File: config.mk
export PLATFORM = sky130hd
export DESIGN_NAME = instruction_queue
export DESIGN_NICKNAME = d
export VERILOG_FILES = /design/src/rtl/cpu_pkg.sv /design/src/rtl/iq_storage.sv /design/src/rtl/instruction_queue.sv
export SDC_FILE = /design/constraint.sdc
export NUM_CORES = 1
export LEC_CHECK = 0
export ABC_CLOCK_PERIOD_IN_PS = 15600
export CAP_MARGIN = 10
export CORE_ASPECT_RATIO = 1.2
export CORE_MARGIN = 1
export CORE_UTILIZATION = 35
export CTS_CLUSTER_SIZE = 20
export DETAILED_ROUTE_END_ITERATION = 16
export GPL_TIMING_DRIVEN = 0
export MAX_ROUTING_LAYER = met4
export PLACE_DENSITY = 0.62
export SLEW_MARGIN = 20
export SYNTH_ARGS = -nofsm -noshare
export SYNTH_HDL_FRONTEND = slang
export SYNTH_HIERARCHICAL = 1
export SYNTH_SLANG_ARGS = --single-unit
export TNS_END_PERCENT = 1
File: constraint.sdc
create_clock -name clk -period 15.6 [get_ports clk]
set_input_delay 2.34 -clock clk [delete_from_list [all_inputs] [get_ports clk]]
set_output_delay 2.34 -clock clk [all_outputs]
set_load 0.01 [all_outputs]
File: src/rtl/cpu_pkg.sv
// rtl/cpu_pkg.sv - shared CPU front-end widths and the instruction queue entry type
package cpu_pkg;

  localparam int DATA_WIDTH   = 32;
  localparam int ADDR_WIDTH   = 32;
  localparam int OPCODE_WIDTH = 6;

  typedef struct packed {
    logic [ADDR_WIDTH-1:0] pc;
    logic [DATA_WIDTH-1:0] instruction;
  } iq_entry_t;

endpackage

File: src/rtl/iq_storage.sv
// rtl/iq_storage.sv - instruction queue register file
// One synchronous write port, one combinational read port, cleared to zero on reset.
module iq_storage #(
  parameter int DEPTH = 4,
  parameter int WIDTH = 64,
  parameter int PTR_W = $clog2(DEPTH)
) (
  input  logic             clk,
  input  logic             reset,
  input  logic             wr_en_i,
  input  logic [PTR_W-1:0] wr_addr_i,
  input  logic [WIDTH-1:0] wr_data_i,
  input  logic [PTR_W-1:0] rd_addr_i,
  output logic [WIDTH-1:0] rd_data_o
);

  logic [WIDTH-1:0] mem_q [DEPTH];

  always_ff @(posedge clk or posedge reset) begin
    if (reset) begin
      for (int i = 0; i < DEPTH; i++) mem_q[i] <= '0;
    end else if (wr_en_i) begin
      mem_q[wr_addr_i] <= wr_data_i;
    end
  end

  assign rd_data_o = mem_q[rd_addr_i];

endmodule

File: src/rtl/instruction_queue.sv
// rtl/instruction_queue.sv - DEPTH-entry fetch-to-decode instruction FIFO with PC tags and flush
// First-word fall-through from storage; full/empty derive from the occupancy counter only.
module instruction_queue
  import cpu_pkg::*;
#(
  parameter int DATA_WIDTH   = cpu_pkg::DATA_WIDTH,
  parameter int ADDR_WIDTH   = cpu_pkg::ADDR_WIDTH,
  parameter int DEPTH        = 4,
  parameter int OPCODE_WIDTH = cpu_pkg::OPCODE_WIDTH
) (
  input  logic                    clk,
  input  logic                    reset,
  input  logic                    flush,
  input  logic                    in_valid,
  output logic                    in_ready,
  input  logic [DATA_WIDTH-1:0]   in_instruction,
  input  logic [ADDR_WIDTH-1:0]   in_pc,
  output logic                    out_valid,
  input  logic                    out_ready,
  output logic [DATA_WIDTH-1:0]   out_instruction,
  output logic [ADDR_WIDTH-1:0]   out_pc,
  output logic [OPCODE_WIDTH-1:0] out_opcode,
  output logic [$clog2(DEPTH):0]  count
);

  localparam int PTR_W = $clog2(DEPTH);
  localparam int CNT_W = PTR_W + 1;
  localparam int ENT_W = ADDR_WIDTH + DATA_WIDTH;

  logic [PTR_W-1:0] wr_ptr_q, wr_ptr_d;
  logic [PTR_W-1:0] rd_ptr_q, rd_ptr_d;
  logic [CNT_W-1:0] count_q, count_d;
  logic             full, empty, push, pop;
  logic [ENT_W-1:0] head;

  assign full      = (count_q == CNT_W'(DEPTH));
  assign empty     = (count_q == '0);
  assign in_ready  = !full;
  assign out_valid = !empty;
  assign push      = in_valid && in_ready && !flush;
  assign pop       = out_valid && out_ready && !flush;

  always_comb begin
    wr_ptr_d = wr_ptr_q;
    rd_ptr_d = rd_ptr_q;
    count_d  = count_q;
    if (flush) begin
      wr_ptr_d = '0;
      rd_ptr_d = '0;
      count_d  = '0;
    end else begin
      if (push) wr_ptr_d = wr_ptr_q + PTR_W'(1);
      if (pop)  rd_ptr_d = rd_ptr_q + PTR_W'(1);
      // Simultaneous push and pop leaves occupancy unchanged.
      case ({push, pop})
        2'b10:   count_d = count_q + CNT_W'(1);
        2'b01:   count_d = count_q - CNT_W'(1);
        default: count_d = count_q;
      endcase
    end
  end

  always_ff @(posedge clk or posedge reset) begin
    if (reset) begin
      wr_ptr_q <= '0;
      rd_ptr_q <= '0;
      count_q  <= '0;
    end else begin
      wr_ptr_q <= wr_ptr_d;
      rd_ptr_q <= rd_ptr_d;
      count_q  <= count_d;
    end
  end

  iq_storage #(
    .DEPTH (DEPTH),
    .WIDTH (ENT_W),
    .PTR_W (PTR_W)
  ) u_storage (
    .clk       (clk),
    .reset     (reset),
    .wr_en_i   (push),
    .wr_addr_i (wr_ptr_q),
    .wr_data_i ({in_pc, in_instruction}),
    .rd_addr_i (rd_ptr_q),
    .rd_data_o (head)
  );

  assign out_pc          = head[ENT_W-1 -: ADDR_WIDTH];
  assign out_instruction = head[DATA_WIDTH-1:0];
  assign out_opcode      = out_instruction[DATA_WIDTH-1 -: OPCODE_WIDTH];
  assign count           = count_q;

endmodule

==> results.txt <==
CTS built an H-tree with a depth of 1. The run finished with clean final reports. The final layout contains routed wiring with a total length of 25800 µm. The number of input and output port buffers inserted is 140. The clock reaches the later pin of the worst-skew pair after 550 ps. Synthesis produced 683 cells.

The wire length of the first global-routing pass is 41200 µm. Grouping stages by cell kind, the critical path spends the most delay in buffers and inverters. The post-synthesis area per instance came out at 17.7 µm².

Once the clock tree was built, the setup fixing pass inserted 0 buffers. Subtracting the final worst setup slack from the clock period gives 5080 ps. The clock sink total came out at 263. The static power due to leakage is 6.85 nW.

The multi-input combinational cell area came out at 0.00508 mm². The first detailed-routing pass took 4 iterations. The residual DRC count is 0. Of the available clock period, the critical path in the final layout requires 32.5%. The clock slew seen by the registers of the worst setup and hold paths came out at 60 ps. The quantity of hold-fixing buffers added after cts is 0.

The max-slew headroom at the worst pin came out at 64.6%. The worst setup path is launched from a flop. The post-detailed-placement half-perimeter wirelength is 16400 µm. STA classifies the critical path endpoint as an output pin. The number of hold-slack violations in the final timing report was 0. The number of max-cap violations is 0. The critical path starts at rd_ptr_q[0]$_DFFE_PP0P_. The startpoint of the tightest hold check path is u_storage/mem_q[221]$_DFFE_PP0P_. The final RePlAce weighted congestion came out at 0.747. Measured along the x axis, the die boundary spans 172 µm. Between clock sinks in the finished design, the worst skew comes to 10.0 ps.

The die covers 0.0354 mm². The transition time at the pin with the least slew margin came out at 531 ps. The count of instances resized after the clock tree is built came out at 0. The combined buffer and inverter count along the critical path is 5. The share of the core filled with cells in the final layout came out at 44.2%. By instance count, the cell type seen most on the critical path is buf_4.

The cell sitting at the root of the clock tree is a clkbuf_16. Walking the worst path, the cells encountered are buf_4, buf_4, buf_4, mux4_2, buf_4, clkdlybuf4s50_1. The maximum single-stage delay on the critical path is 470 ps. In this run the remaining antenna-violating nets after routing total 0. Of the synthesized area, sequential elements account for 54.3%. The initial utilization of the core area, before any placement, comes to 35.6%. After routing the design area is 0.0151 mm². The I/O pin total came out at 144.

The highest ir drop seen on vdd came out at 0.0802 mV. The final net count came out at 926. The number of standard-cell rows in the floorplan is 74.

The required time of the critical path is 13260 ps. The total standard cell area after synthesis is 0.0121 mm². The overall global routing resource usage came out at 15.7%. The buffer levels on the longest clock path is 3. The post-synthesis net count came out at 753. The first routing iteration left 275 violations. Measured along the y axis, the die boundary spans 206 µm. At the worst endpoint, the arrival time is 2740 ps. The worst slack on hold paths came out at 481 ps. The total CTS buffers is 29. The total area inside the core boundary comes to 0.0341 mm².

The final setup violation count came out at 0. The setup TNS after final layout came out at 0 ps. The register cell area after layout came out at 0.00658 mm². The via count of the first global-routing pass is 6996. Setup repair after global routing left no endpoint under its margin. The area overhead of the layout relative to synthesis is 24.4%.

The type of the setup path with the least slack is flop to output pin. The average routed wire per standard cell came out at 19.3 µm. The cell area power density is 146 mW/mm².

Once placement finished, the instance area stood at 0.0142 mm². The overall via count from detail_route came out at 6493. After global routing the overflow that remains totals 0.

The highest attainable clock frequency is 197 MHz. The number of slew-limit violations in the final report is 0. The CTS tree is built. The cell type of the slowest stage on the worst timing path is clkdlybuf4s50_1.

The final-layout fill cell count is 3091. The share of final-layout standard cells stronger than drive strength 1 came out at 41.3%. The worst hold path belongs to the class flop to flop. The count of cell types in the netlist is 36. The critical register-to-register path startpoint is count[2]$_DFFE_PP0P_.

In this run the worst path has a maximum fanout of 10. The detail-routed via count per cell came out at 4.87. Entering global routing, the biggest net connects 105 pins. The yosys synthesis warning count came out at 6. The number of antenna violations at the first check in global routing came out at 1. The synthesized design contains 263 register bits.
power breakdown:
group          total [W]  switching [W]  internal [W]
clock network   0.000656       0.000273      0.000383
registers       0.000959      0.0000927      0.000866
logic           0.000593       0.000190      0.000403
total            0.00221       0.000556       0.00165
sequential cells by signal, summed over array words and instances, names as in the netlist:
name and count:
count 3, rd_ptr_q 2, u_storage/mem_q 256, wr_ptr_q 2
Yosys cell counts:
cell / count / share of area (%)
xor2_1: 2 / 0.14
or4_1: 1 / 0.062
o21a_1: 1 / 0.062
o21bai_1: 1 / 0.062
mux2_2: 73 / 6.8
buf_4: 24 / 1.5
buf_2: 8 / 0.33
mux2_1: 65 / 6.0
nand3_1: 3 / 0.12
mux2_4: 120 / 15
o31ai_1: 1 / 0.062
nand2b_1: 1 / 0.052
nor2_1: 5 / 0.15
inv_1: 6 / 0.19
o221ai_1: 1 / 0.072
or2_2: 1 / 0.052
buf_6: 19 / 1.8
a21oi_1: 2 / 0.083
o311ai_0: 1 / 0.072
fa_1: 1 / 0.17
nand2_1: 2 / 0.062
dfrtp_1: 263 / 54
nand3_2: 1 / 0.083
buf_1: 1 / 0.031
nor2b_1: 1 / 0.052
mux4_2: 64 / 12
a31oi_1: 1 / 0.052
o2111ai_1: 2 / 0.14
o21ai_0: 1 / 0.041
nor3_1: 2 / 0.083
a211oi_1: 1 / 0.062
nor3b_2: 2 / 0.21
xnor2_1: 1 / 0.072
or3_1: 2 / 0.10
nor2_2: 1 / 0.052
nand3b_1: 2 / 0.12
cells in the final DEF, fill, tap and decap left out, types with 6 or more instances in the layout:
cell type	synthesis	layout
clkinv_2	0	6
clkbuf_16	0	29
buf_6	19	19
mux2_4	120	120
buf_2	8	8
dfrtp_1	263	263
clkbuf_1	0	6
clkdlybuf4s50_1	0	140
mux2_1	65	65
buf_4	24	24
clkbuf_8	0	9
mux2_2	73	73
mux4_2	64	64
cell families (layout without fill, tap and decap cells):
family          Yosys count  after routing  synth area share [%]
mux                     322            322                  39.6
flops                   263            263                  54.3
buf+inv                  58            252                  3.80
simple gates             24             24                  1.21
compound gates           12             12                 0.713
xor+xnor                  3              3                 0.217
fa+ha+maj                 1              1                 0.165
other cells               0              1                     0
routing by layer:
metal	part of all wire, %	wire length (µm)	global-route usage [%]	up-vias
li1	-	-	-	2891
met1	46	11800	21.2	3455
met2	49	12600	24.7	116
met3	3.7	954	2.08	31
met4	1.6	422	4.36	0
met5	0	0	-	-
metrics by stage:
| step | instances | setup WS [ps] | power, W |
|---|---|---|---|
| floorplan | 683 | 6220 | 0.00134 |
| global placement | 1279 | 2560 | 0.00155 |
| detailed placement | 1281 | 11050 | 0.00157 |
| CTS | 1333 | 10440 | 0.00224 |
| global route | 1334 | 10380 | 0.00233 |
| finish | 1334 | 10520 | 0.00221 |
final timing paths:
| kind | end | slack (ps) | depth (start not counted) |
|---|---|---|---|
| hold / removal | u_storage/mem_q[221]$_DFFE_PP0P_ | 480 | 1 |
| max in group asynchronous | u_storage/mem_q[47]$_DFFE_PP0P_ | 12480 | 3 |
| hold reg to reg | u_storage/mem_q[221]$_DFFE_PP0P_ | 480 | 1 |
| setup reg to reg | u_storage/mem_q[50]$_DFFE_PP0P_ | 13240 | 5 |
| setup / recovery | out_opcode[3] | 10520 | 6 |
| min in group asynchronous | rd_ptr_q[0]$_DFFE_PP0P_ | 2190 | 2 |
final cells by class:
class | instances | area share [%]
Tap cell | 456 | 3.78
Multi-Input combinational cell | 362 | 33.7
Timing Repair Buffer | 142 | 9.66
Antenna cell | 1 | 0.0166
Clock inverter | 8 | 0.315
Clock buffer | 44 | 5.79
Sequential cell | 263 | 43.7
Inverter | 6 | 0.199
Buffer | 52 | 2.91
(Power assumes the default switching activity.)
